[config.mk]
export PLATFORM = sky130hd
export DESIGN_NAME = mbscore_intc_vec
export DESIGN_NICKNAME = d
export VERILOG_FILES = /design/src/rtl/mbscore_intc_vec_pkg.sv /design/src/rtl/mbscore_prio_enc.sv /design/src/rtl/mbscore_intc_vec.sv
export SDC_FILE = /design/constraint.sdc
export NUM_CORES = 1
export LEC_CHECK = 0
export CAP_MARGIN = 10
export CELL_PAD_IN_SITES_DETAIL_PLACEMENT = 2
export CELL_PAD_IN_SITES_GLOBAL_PLACEMENT = 2
export CORE_MARGIN = 4
export CORE_UTILIZATION = 35
export DETAILED_ROUTE_END_ITERATION = 16
export DONT_BUFFER_PORTS = 1
export HOLD_SLACK_MARGIN = 0.06
export PLACE_DENSITY_LB_ADDON = 0.1
export SLEW_MARGIN = 15
export SYNTH_ARGS = -nofsm -noshare
export SYNTH_HDL_FRONTEND = slang
export SYNTH_HIERARCHICAL = 1
export SYNTH_SLANG_ARGS = --single-unit
[constraint.sdc]
create_clock -name clk -period 4.6 [get_ports clk]
set_input_delay 0.92 -clock clk [delete_from_list [all_inputs] [get_ports clk]]
set_output_delay 0.92 -clock clk [all_outputs]
set_load 0.01 [all_outputs]
[src/rtl/mbscore_intc_vec_pkg.sv]
// Shared constants for the MBScore vectored interrupt controller: legacy source ids,
// default vector table placement and controller FSM state encodings.
package mbscore_intc_vec_pkg;

    localparam int INT_KEYBOARD = 0;
    localparam int INT_TIMER    = 1;
    localparam int INT_UART     = 2;
    localparam int INT_DISK     = 3;
    localparam int INT_NET      = 4;
    localparam int INT_DMA      = 5;
    localparam int INT_SYSCALL  = 6;

    localparam logic [31:0] DEF_VEC_BASE   = 32'h0000_0100;
    localparam int          DEF_VEC_STRIDE = 16;

    typedef enum logic [1:0] {
        ST_IDLE    = 2'd0,
        ST_STOP    = 2'd1,
        ST_JUMP    = 2'd2,
        ST_SERVICE = 2'd3
    } state_t;

endpackage

[src/rtl/mbscore_prio_enc.sv]
// Lowest-index priority encoder: vld when any request bit is set, id of the lowest set bit.
// Purely combinational, zero latency; no flow control.
// Bit 0 always wins, so callers map priority onto index order.
module mbscore_prio_enc #(
    parameter int W    = 8,
    parameter int ID_W = 3
) (
    input  logic [W-1:0]    req,
    output logic            vld,
    output logic [ID_W-1:0] id
);

    always_comb begin
        id = '0;
        for (int i = W - 1; i >= 0; i--) begin
            if (req[i]) id = ID_W'(i);
        end
    end

    assign vld = |req;

endmodule

[src/rtl/mbscore_intc_vec.sv]
// Vectored interrupt controller: edge capture, masking, fixed-priority arbitration, stop/jump/ack/service handshake.
// Edge to int_jump is 3 cycles; int_jump is held until int_ack, setINTR held until the final int_ret.
// Optional nested preemption is enabled by defining MBSCORE_INTC_NEST_EN.
module mbscore_intc_vec
    import mbscore_intc_vec_pkg::*;
#(
    parameter int                    NUM_SRC    = 8,
    parameter int                    ADDR_WIDTH = 32,
    parameter logic [ADDR_WIDTH-1:0] VEC_BASE   = ADDR_WIDTH'(DEF_VEC_BASE),
    parameter int                    VEC_STRIDE = DEF_VEC_STRIDE,
    localparam int                   ID_W       = $clog2(NUM_SRC > 1 ? NUM_SRC : 2)
) (
    input  logic                  clk,
    input  logic                  rst_n,
    input  logic [NUM_SRC-1:0]    int_vec,
    input  logic [NUM_SRC-1:0]    int_mask,
    input  logic                  int_en_n,
    input  logic                  int_ack,
    input  logic                  int_ret,
    output logic                  stop,
    output logic                  int_jump,
    output logic [ADDR_WIDTH-1:0] int_addr,
    output logic [ID_W-1:0]       int_id,
    output logic                  setINTR
);

    state_t                state;
    state_t                state_nxt;
    logic [NUM_SRC-1:0]    vec_q;
    logic                  armed;
    logic [NUM_SRC-1:0]    rise;
    logic [NUM_SRC-1:0]    pend;
    logic [NUM_SRC-1:0]    pend_nxt;
    logic [NUM_SRC-1:0]    isr;
    logic [NUM_SRC-1:0]    isr_nxt;
    logic [NUM_SRC-1:0]    isr_left;
    logic [NUM_SRC-1:0]    elig;
    logic [NUM_SRC-1:0]    sel_oh;
    logic                  elig_vld;
    logic [ID_W-1:0]       elig_id;
    logic [ID_W-1:0]       sel_id;
    logic [ID_W-1:0]       svc_id;
    logic [ADDR_WIDTH-1:0] addr_q;
    logic [ADDR_WIDTH-1:0] addr_calc;
    logic                  take;
    logic                  preempt;
    logic                  ack_hit;
    logic                  ret_hit;

    // The first cycle after reset only records history, so a line held high through reset is not an edge.
    assign rise    = armed ? (int_vec & ~vec_q) : '0;
    assign elig    = pend & ~int_mask;
    assign ack_hit = (state == ST_JUMP) && int_ack;
    assign ret_hit = (state == ST_SERVICE) && int_ret;
    assign sel_oh  = NUM_SRC'(1) << sel_id;

    assign addr_calc = VEC_BASE + ADDR_WIDTH'(elig_id) * ADDR_WIDTH'(VEC_STRIDE);

    mbscore_prio_enc #(.W(NUM_SRC), .ID_W(ID_W)) u_elig_enc (
        .req (elig),
        .vld (elig_vld),
        .id  (elig_id)
    );

`ifdef MBSCORE_INTC_NEST_EN
    logic            isr_vld;
    logic [ID_W-1:0] isr_id;

    mbscore_prio_enc #(.W(NUM_SRC), .ID_W(ID_W)) u_isr_enc (
        .req (isr),
        .vld (isr_vld),
        .id  (isr_id)
    );

    // Return retires the highest-priority (lowest index) handler still in service.
    assign isr_left = isr & (isr - NUM_SRC'(1));
    assign preempt  = !int_en_n && elig_vld && isr_vld && (elig_id < isr_id);
    assign svc_id   = isr_id;
`else
    assign isr_left = '0;
    assign preempt  = 1'b0;
    assign svc_id   = sel_id;
`endif

    always_comb begin
        state_nxt = state;
        take      = 1'b0;
        case (state)
            ST_IDLE: begin
                if (!int_en_n && elig_vld) begin
                    state_nxt = ST_STOP;
                    take      = 1'b1;
                end
            end
            ST_STOP:    state_nxt = ST_JUMP;
            ST_JUMP: begin
                if (int_ack) state_nxt = ST_SERVICE;
            end
            ST_SERVICE: begin
                if (int_ret) begin
                    if (isr_left == '0) state_nxt = ST_IDLE;
                end else if (preempt) begin
                    state_nxt = ST_STOP;
                    take      = 1'b1;
                end
            end
            default:    state_nxt = ST_IDLE;
        endcase
    end

    // A fresh edge in the ack cycle re-arms the source rather than being lost.
    always_comb begin
        pend_nxt = (pend & ~(ack_hit ? sel_oh : '0)) | rise;
        isr_nxt  = isr;
        if (ack_hit) begin
            isr_nxt = isr | sel_oh;
        end else if (ret_hit) begin
            isr_nxt = isr_left;
        end
    end

    always_ff @(posedge clk or negedge rst_n) begin
        if (!rst_n) begin
            state <= ST_IDLE;
        end else begin
            state <= state_nxt;
        end
    end

    always_ff @(posedge clk or negedge rst_n) begin
        if (!rst_n) begin
            vec_q  <= '0;
            armed  <= 1'b0;
            pend   <= '0;
            isr    <= '0;
            sel_id <= '0;
            addr_q <= '0;
        end else begin
            vec_q  <= int_vec;
            armed  <= 1'b1;
            pend   <= pend_nxt;
            isr    <= isr_nxt;
            if (take) begin
                sel_id <= elig_id;
                addr_q <= addr_calc;
            end
        end
    end

    assign stop     = (state == ST_STOP) || (state == ST_JUMP);
    assign int_jump = (state == ST_JUMP);
    assign int_addr = int_jump ? addr_q : '0;
    assign setINTR  = |isr;

    always_comb begin
        case (state)
            ST_IDLE:    int_id = '0;
            ST_SERVICE: int_id = svc_id;
            default:    int_id = sel_id;
        endcase
    end

endmodule

==> flow_summary.yaml, run 1 <==
placement:
  dpl.hpwl_um: 2776
  portBuffers: 0
  place_congestion: 0.7252
  place_area_sq_mm: 0.001526
synthesis:
  ys_seq_area_share_pct: 49.05
  synth_common_cells: "dfrtp_1 (31), buf_4 (29), nand2_1 (10), inv_1 (9), nor2b_1 (9)"
  syn_area_per_cell_sq_um: 10.27
  ys_ff_latch: 31
  synth_area_leaders: "dfrtp_1 (49%), buf_4 (14%), nand3b_1 (3.8%)"
  yosys.area.top_type: "dfrtp_1"
  synthArstFlopShare_pct: 100.0
  synth-edff-count: 0
  ys_types: 32
  synth_ff_type: "dfrtp_1"
  syn_area_sq_mm: 0.001582
  synth_cells: 154
  yosysMostFrequentCell: "dfrtp_1"
  yosys_warnings: 6
  yosys.area.top_type_share_pct: 49.05
status:
  outcome: "completed"
global_route:
  grt_pass1_wl_um: 5547
  grt_pass1_vias: 1094
  antenna_found_initial: 0
  track_usage_pct: 13.51
  overflow: 0
  grt_max_degree: 32
critical_path:
  arrival_ns: 1.51
  path_class: "reg -> out"
  end_kind: "output port"
  path_common_cell: "inv_1"
  cp_cell_sequence: "inv_1, ha_1, nand2_1, inv_1"
  rr_worst_depth: 5
  startpoint_type: "flop"
  critPathMaxStageDelay_ns: 0.42
  worstPathRequired_ns: 3.68
  cpMaxStageDelayCell: "ha_1"
  worst-path-max-fanout: 10
power_and_ir_drop:
  p_sw_uw: 323.6
  seq_power_share_pct: 44.4
  power.internal_uw: 588.2
  peakVddDrop_mv: 0.1854
  power.density_mw_per_mm2: 564.9
  p_sw_share_pct: 35.49
  power.leakage_uw: 0.0007775
  combPwrFrac_pct: 32.4
  clkPwrFrac_pct: 23.2
clock_tree:
  cts_setup_buffers: 0
  clock_latency_ns: 0.28
  cts.sinks: 31
  h-tree-depth: 2
  cts_made_buffers: 5
  clkTransAtPathRegs_ns: 0.06
  clock-root-buffer: "clkbuf_8"
  cts_resized: 0
  holdBufCountCts: 0
  cts_tree: "built"
  cts_buffer_depth: 2
die:
  io_pins: 59
  die_y_um: 75.22
  start_util_pct: 36.32
  rows: 24
  die_width_um: 75.22
  dieArea_sq_mm: 0.005658
  coreArea_sq_mm: 0.004354
detailed_routing:
  wl_per_cell_um: 16.98
  wirelength_um: 3566
  drtAntennaViolNets: 0
  vias: 1011
  drt_iter0_drc: 20
  firstDrtPassIters: 2
  vias_per_cell: 4.814
  drc: 0
finish:
  area_growth_pct: 2.057
  diodes: 0
  design_area_sq_mm: 0.001614
  drive_gt1_share_pct: 8.228
  nNetsFinal: 182
timing:
  period_minus_slack_ns: 2.427
  finalCritPeriodShare_pct: 52.76
  rsz0062_at_grt: "false"
  finalSetupTns_ns: 0
  fin_skew_ns: 0.002204
  finalSetupViolations: 0
  hold_viol_final: 0
  fmax_ghz: 0.4120
  slew_violations: 0
run:
  cap_violations: 0
worst_hold_path:
  hp-class: "in -> async"
## power groups by stage
stage	Sequential, uW	Combinational (uW)	Clock, uW
after global placement	403	293	0
after detailed placement	409	301	0
after global routing	415	332	235
after floorplan	387	272	0
after CTS	405	304	222
final	404	296	211
## worst max-delay path: cells and delay by family (launching register included)
family / cells / cell delay, ns
AND/OR/NAND/NOR: 1 / 0.18
adder cells (fa/ha/maj): 1 / 0.42
buffers and inverters: 2 / 0.22
flip-flops: 1 / 0.40
## cell usage in the layout (no fill, tap or decap), types with 2 or more instances in the layout
cell       netlist  layout
dfrtp_1         31      31
conb_1           2      29
nand2_1         10      10
inv_1            9       9
nor2b_1          9       9
nand3b_1         8       8
nor2_1           7       7
o21ai_1          6       6
clkbuf_8         0       6
nor3_1           4       4
o2bb2ai_1        4       4
a21o_1           4       4
nand2b_1         3       3
nand3_1          3       3
ha_1             3       3
and2_1           2       2
o21ai_0          2       2
nor4_1           2       2
mux2_1           2       2
mux2_2           2       2
## logic make-up after synthesis
kind of cell               after synthesis  synth area share (%)
AOI/OAI and AO/OA                       23                 10.44
adders and majority gates                3                 2.374
buffers and inverters                   40                 16.38
DFF                                     31                 49.05
muxes                                    4                 2.848
other                                    2                0.4749
and+or+nand+nor                         51                 18.43
## state kept, by name, indices dropped and copies added (netlist names)
name,cells
isr,8
vec_q,8
sel_id,2
addr_q,2
armed,1
state,2
pend,8
## through the flow
| stage | setup slack [ns] | total power, uW | util (%) | hold WS, ns | std cells |
|---|---|---|---|---|---|
| finish | 2.173 | 911.8 | 37.07 | 0.3324 | 210 |
| detailed placement | 2.404 | 710.0 | 35.06 | 0.4253 | 203 |
| global placement | 2.451 | 695.6 | 35.06 | 0.4039 | 203 |
| floorplan | 2.563 | 658.3 | - | 0.3988 | 181 |
| CTS | 2.146 | 931.3 | 37.07 | 0.3174 | 210 |
| global route | 2.056 | 982.2 | 37.07 | 0.3093 | 210 |
## final cells by class
| class | count | area (sq um) |
|---|---|---|
| Fill cell | 485 | 2740 |
| Sequential cell | 31 | 775.7 |
| Multi-Input combinational cell | 110 | 648.1 |
| Clock buffer | 6 | 82.58 |
| Tap cell | 52 | 65.06 |
| Inverter | 10 | 37.54 |
| Clock inverter | 1 | 5.005 |
## layer usage
layer	track usage (%)	vias up	share of wire, %
li1	-	461	-
met1	15.44	508	39
met2	22.44	37	51
met3	5.741	5	8.5
met4	5.243	0	1.0
met5	0	-	0
## path summary, 6_finish.rpt
| check | startpoint | to | slack, ns |
|---|---|---|---|
| max | state[0] | int_addr[4] | 2.17 |
| min | rst_n | vec_q[3] | 0.33 |
| max reg2reg | state[0] | pend[1] | 2.87 |
| min reg2reg | vec_q[6] | pend[6] | 0.43 |
| max in group asynchronous | rst_n | sel_id[0] | 4.19 |
| min in group clk | vec_q[6] | pend[6] | 0.43 |
(Power assumes the default switching activity.)
==> run 2: changes to the inputs <==
clock period = 2.3 ns   (was 4.6 ns; I/O delays follow)
==> run 2 against run 1 <==
  * Global-route usage is 0.15 points lower
  * Critical path depth stayed put
  * Combinational power is 110% higher
  * Core utilization is 0.69 points higher
  * Sequential share of layout area is 0.88 points lower
  * Cell area is 1.9% higher
  * Die area stayed put
  * Via count is 0.79% lower
  * Final cell count is 0.95% higher
  * Non-clock buffer count is 2 higher
  * Critical endpoint is now int_addr[5]
  * Largest cell class unchanged
==> flow_summary.yaml, run 2 (synthesis results as in run 1) <==
critical_path:
  startpoint_type: "flop"
  cpMaxStageDelayCell: "ha_1"
  arrival_ns: 1.53
  reg2reg_from: "state[0]"
  crit_start: "state[0]"
  cp_cell_sequence: "inv_1, ha_1, nand2_1, inv_1"
  worst-path-max-fanout: 10
  path_common_cell: "inv_1"
  path_class: "reg -> out"
  end_kind: "output port"
  worstPathRequired_ns: 1.84
  critPathMaxStageDelay_ns: 0.43
clock_tree:
  cts_made_buffers: 5
  cts_buffer_depth: 2
  clkTransAtPathRegs_ns: 0.07
  holdBufCountCts: 2
  cts.sinks: 31
  cts_tree: "built"
  h-tree-depth: 2
  clock-root-buffer: "clkbuf_8"
  cts_resized: 0
  clock_latency_ns: 0.28
  cts_setup_buffers: 0
placement:
  dpl.hpwl_um: 2758
  post-place-ws_ns: 0.5122
  portBuffers: 0
  place_congestion: 0.7137
worst_hold_path:
  min-delay-start: "int_vec[0]"
  hp-class: "in -> reg"
finish:
  reg_top3: "isr (8), pend (8), vec_q (8)"
  diodes: 0
  mostFrequentLayoutCells: "dfrtp_1 (31), conb_1 (29), nand2_1 (10)"
  area_growth_pct: 3.956
  multiInputGateArea_sq_um: 648.1
  utilization_pct: 37.76
  drive_gt1_share_pct: 8.750
  nNetsFinal: 184
  mostFrequentLayoutCell: "dfrtp_1"
  seqCellArea_sq_um: 775.7
  fillers: 492
detailed_routing:
  firstDrtPassIters: 3
  drt_iter0_drc: 27
  vias_per_cell: 4.731
  wirelength_um: 3421
  drtAntennaViolNets: 0
  drc: 0
  wl_per_cell_um: 16.14
  vias: 1003
timing:
  layout_setup_ws_ns: 0.3111
  slew_violations: 0
  fin_skew_ns: 0.008207
  finalSetupTns_ns: 0
  hold_ws_ns: 0.2070
  fmax_ghz: 0.5028
  period_minus_slack_ns: 1.989
  rsz0062_at_grt: "false"
  finalCritPeriodShare_pct: 86.47
  hold_viol_final: 0
  finalSetupViolations: 0
run:
  cap_violations: 0
global_route:
  grt_pass1_wl_um: 5471
  grt_pass1_vias: 1112
  grt_max_degree: 32
  track_usage_pct: 13.37
  overflow: 0
  antenna_found_initial: 0
power_and_ir_drop:
  p_total_uw: 1836
  power.leakage_uw: 0.0007911
  power.density_mw_per_mm2: 1117
  peakVddDrop_mv: 0.3620
die:
  start_util_pct: 36.32
  io_pins: 59
  coreArea_sq_mm: 0.004354
  dieArea_sq_mm: 0.005658
  die_y_um: 75.22
  die_width_um: 75.22
  rows: 24
status:
  outcome: "completed"
-- run 2: report_power, final --
part | switching [uW] | internal [uW] | total [uW]
clock | 193 | 234 | 427
sequential | 106 | 695 | 801
combinational | 356 | 252 | 608
total | 654 | 1180 | 1840
-- run 2: critical path, delay by kind of cell (launching register included) --
family / cells / cell delay [ns]
adder cells (fa/ha/maj): 1 / 0.43
flip-flops: 1 / 0.41
buffers and inverters: 2 / 0.23
AND/OR/NAND/NOR: 1 / 0.17
-- run 2: worst paths after layout --
kind	end	slack, ns	cells after the start
worst max register to register	pend[6]	0.56	5
min in group asynchronous	isr[3]	0.61	2
max in group asynchronous	sel_id[0]	1.52	2
worst max-delay path	int_addr[5]	0.31	4
worst min-delay path	vec_q[0]	0.21	0
worst min register to register	pend[6]	0.43	1
-- run 2: final cells by class --
class	instances	area share (%)
timing repair buffer	2	1.826
sequential	31	47.18
tap	52	3.957
clock buffer	6	5.023
multi-input combinational	110	39.42
inverter	10	2.283
clock inverter	1	0.3044
-- run 2: routing by layer --
layer	GRT usage [%]	part of all wire (%)	up-vias
met5	0	0	-
met4	6.990	1.2	0
met3	4.406	8.1	4
met2	21.66	51	33
met1	15.75	39	498
li1	-	-	468
-- run 2: through the flow --
stage	instance area [sq um]	cells
after CTS	1644	212
after floorplan	1683	181
after global routing	1644	212
after global placement	1526	203
final	1644	212
after detailed placement	1526	203
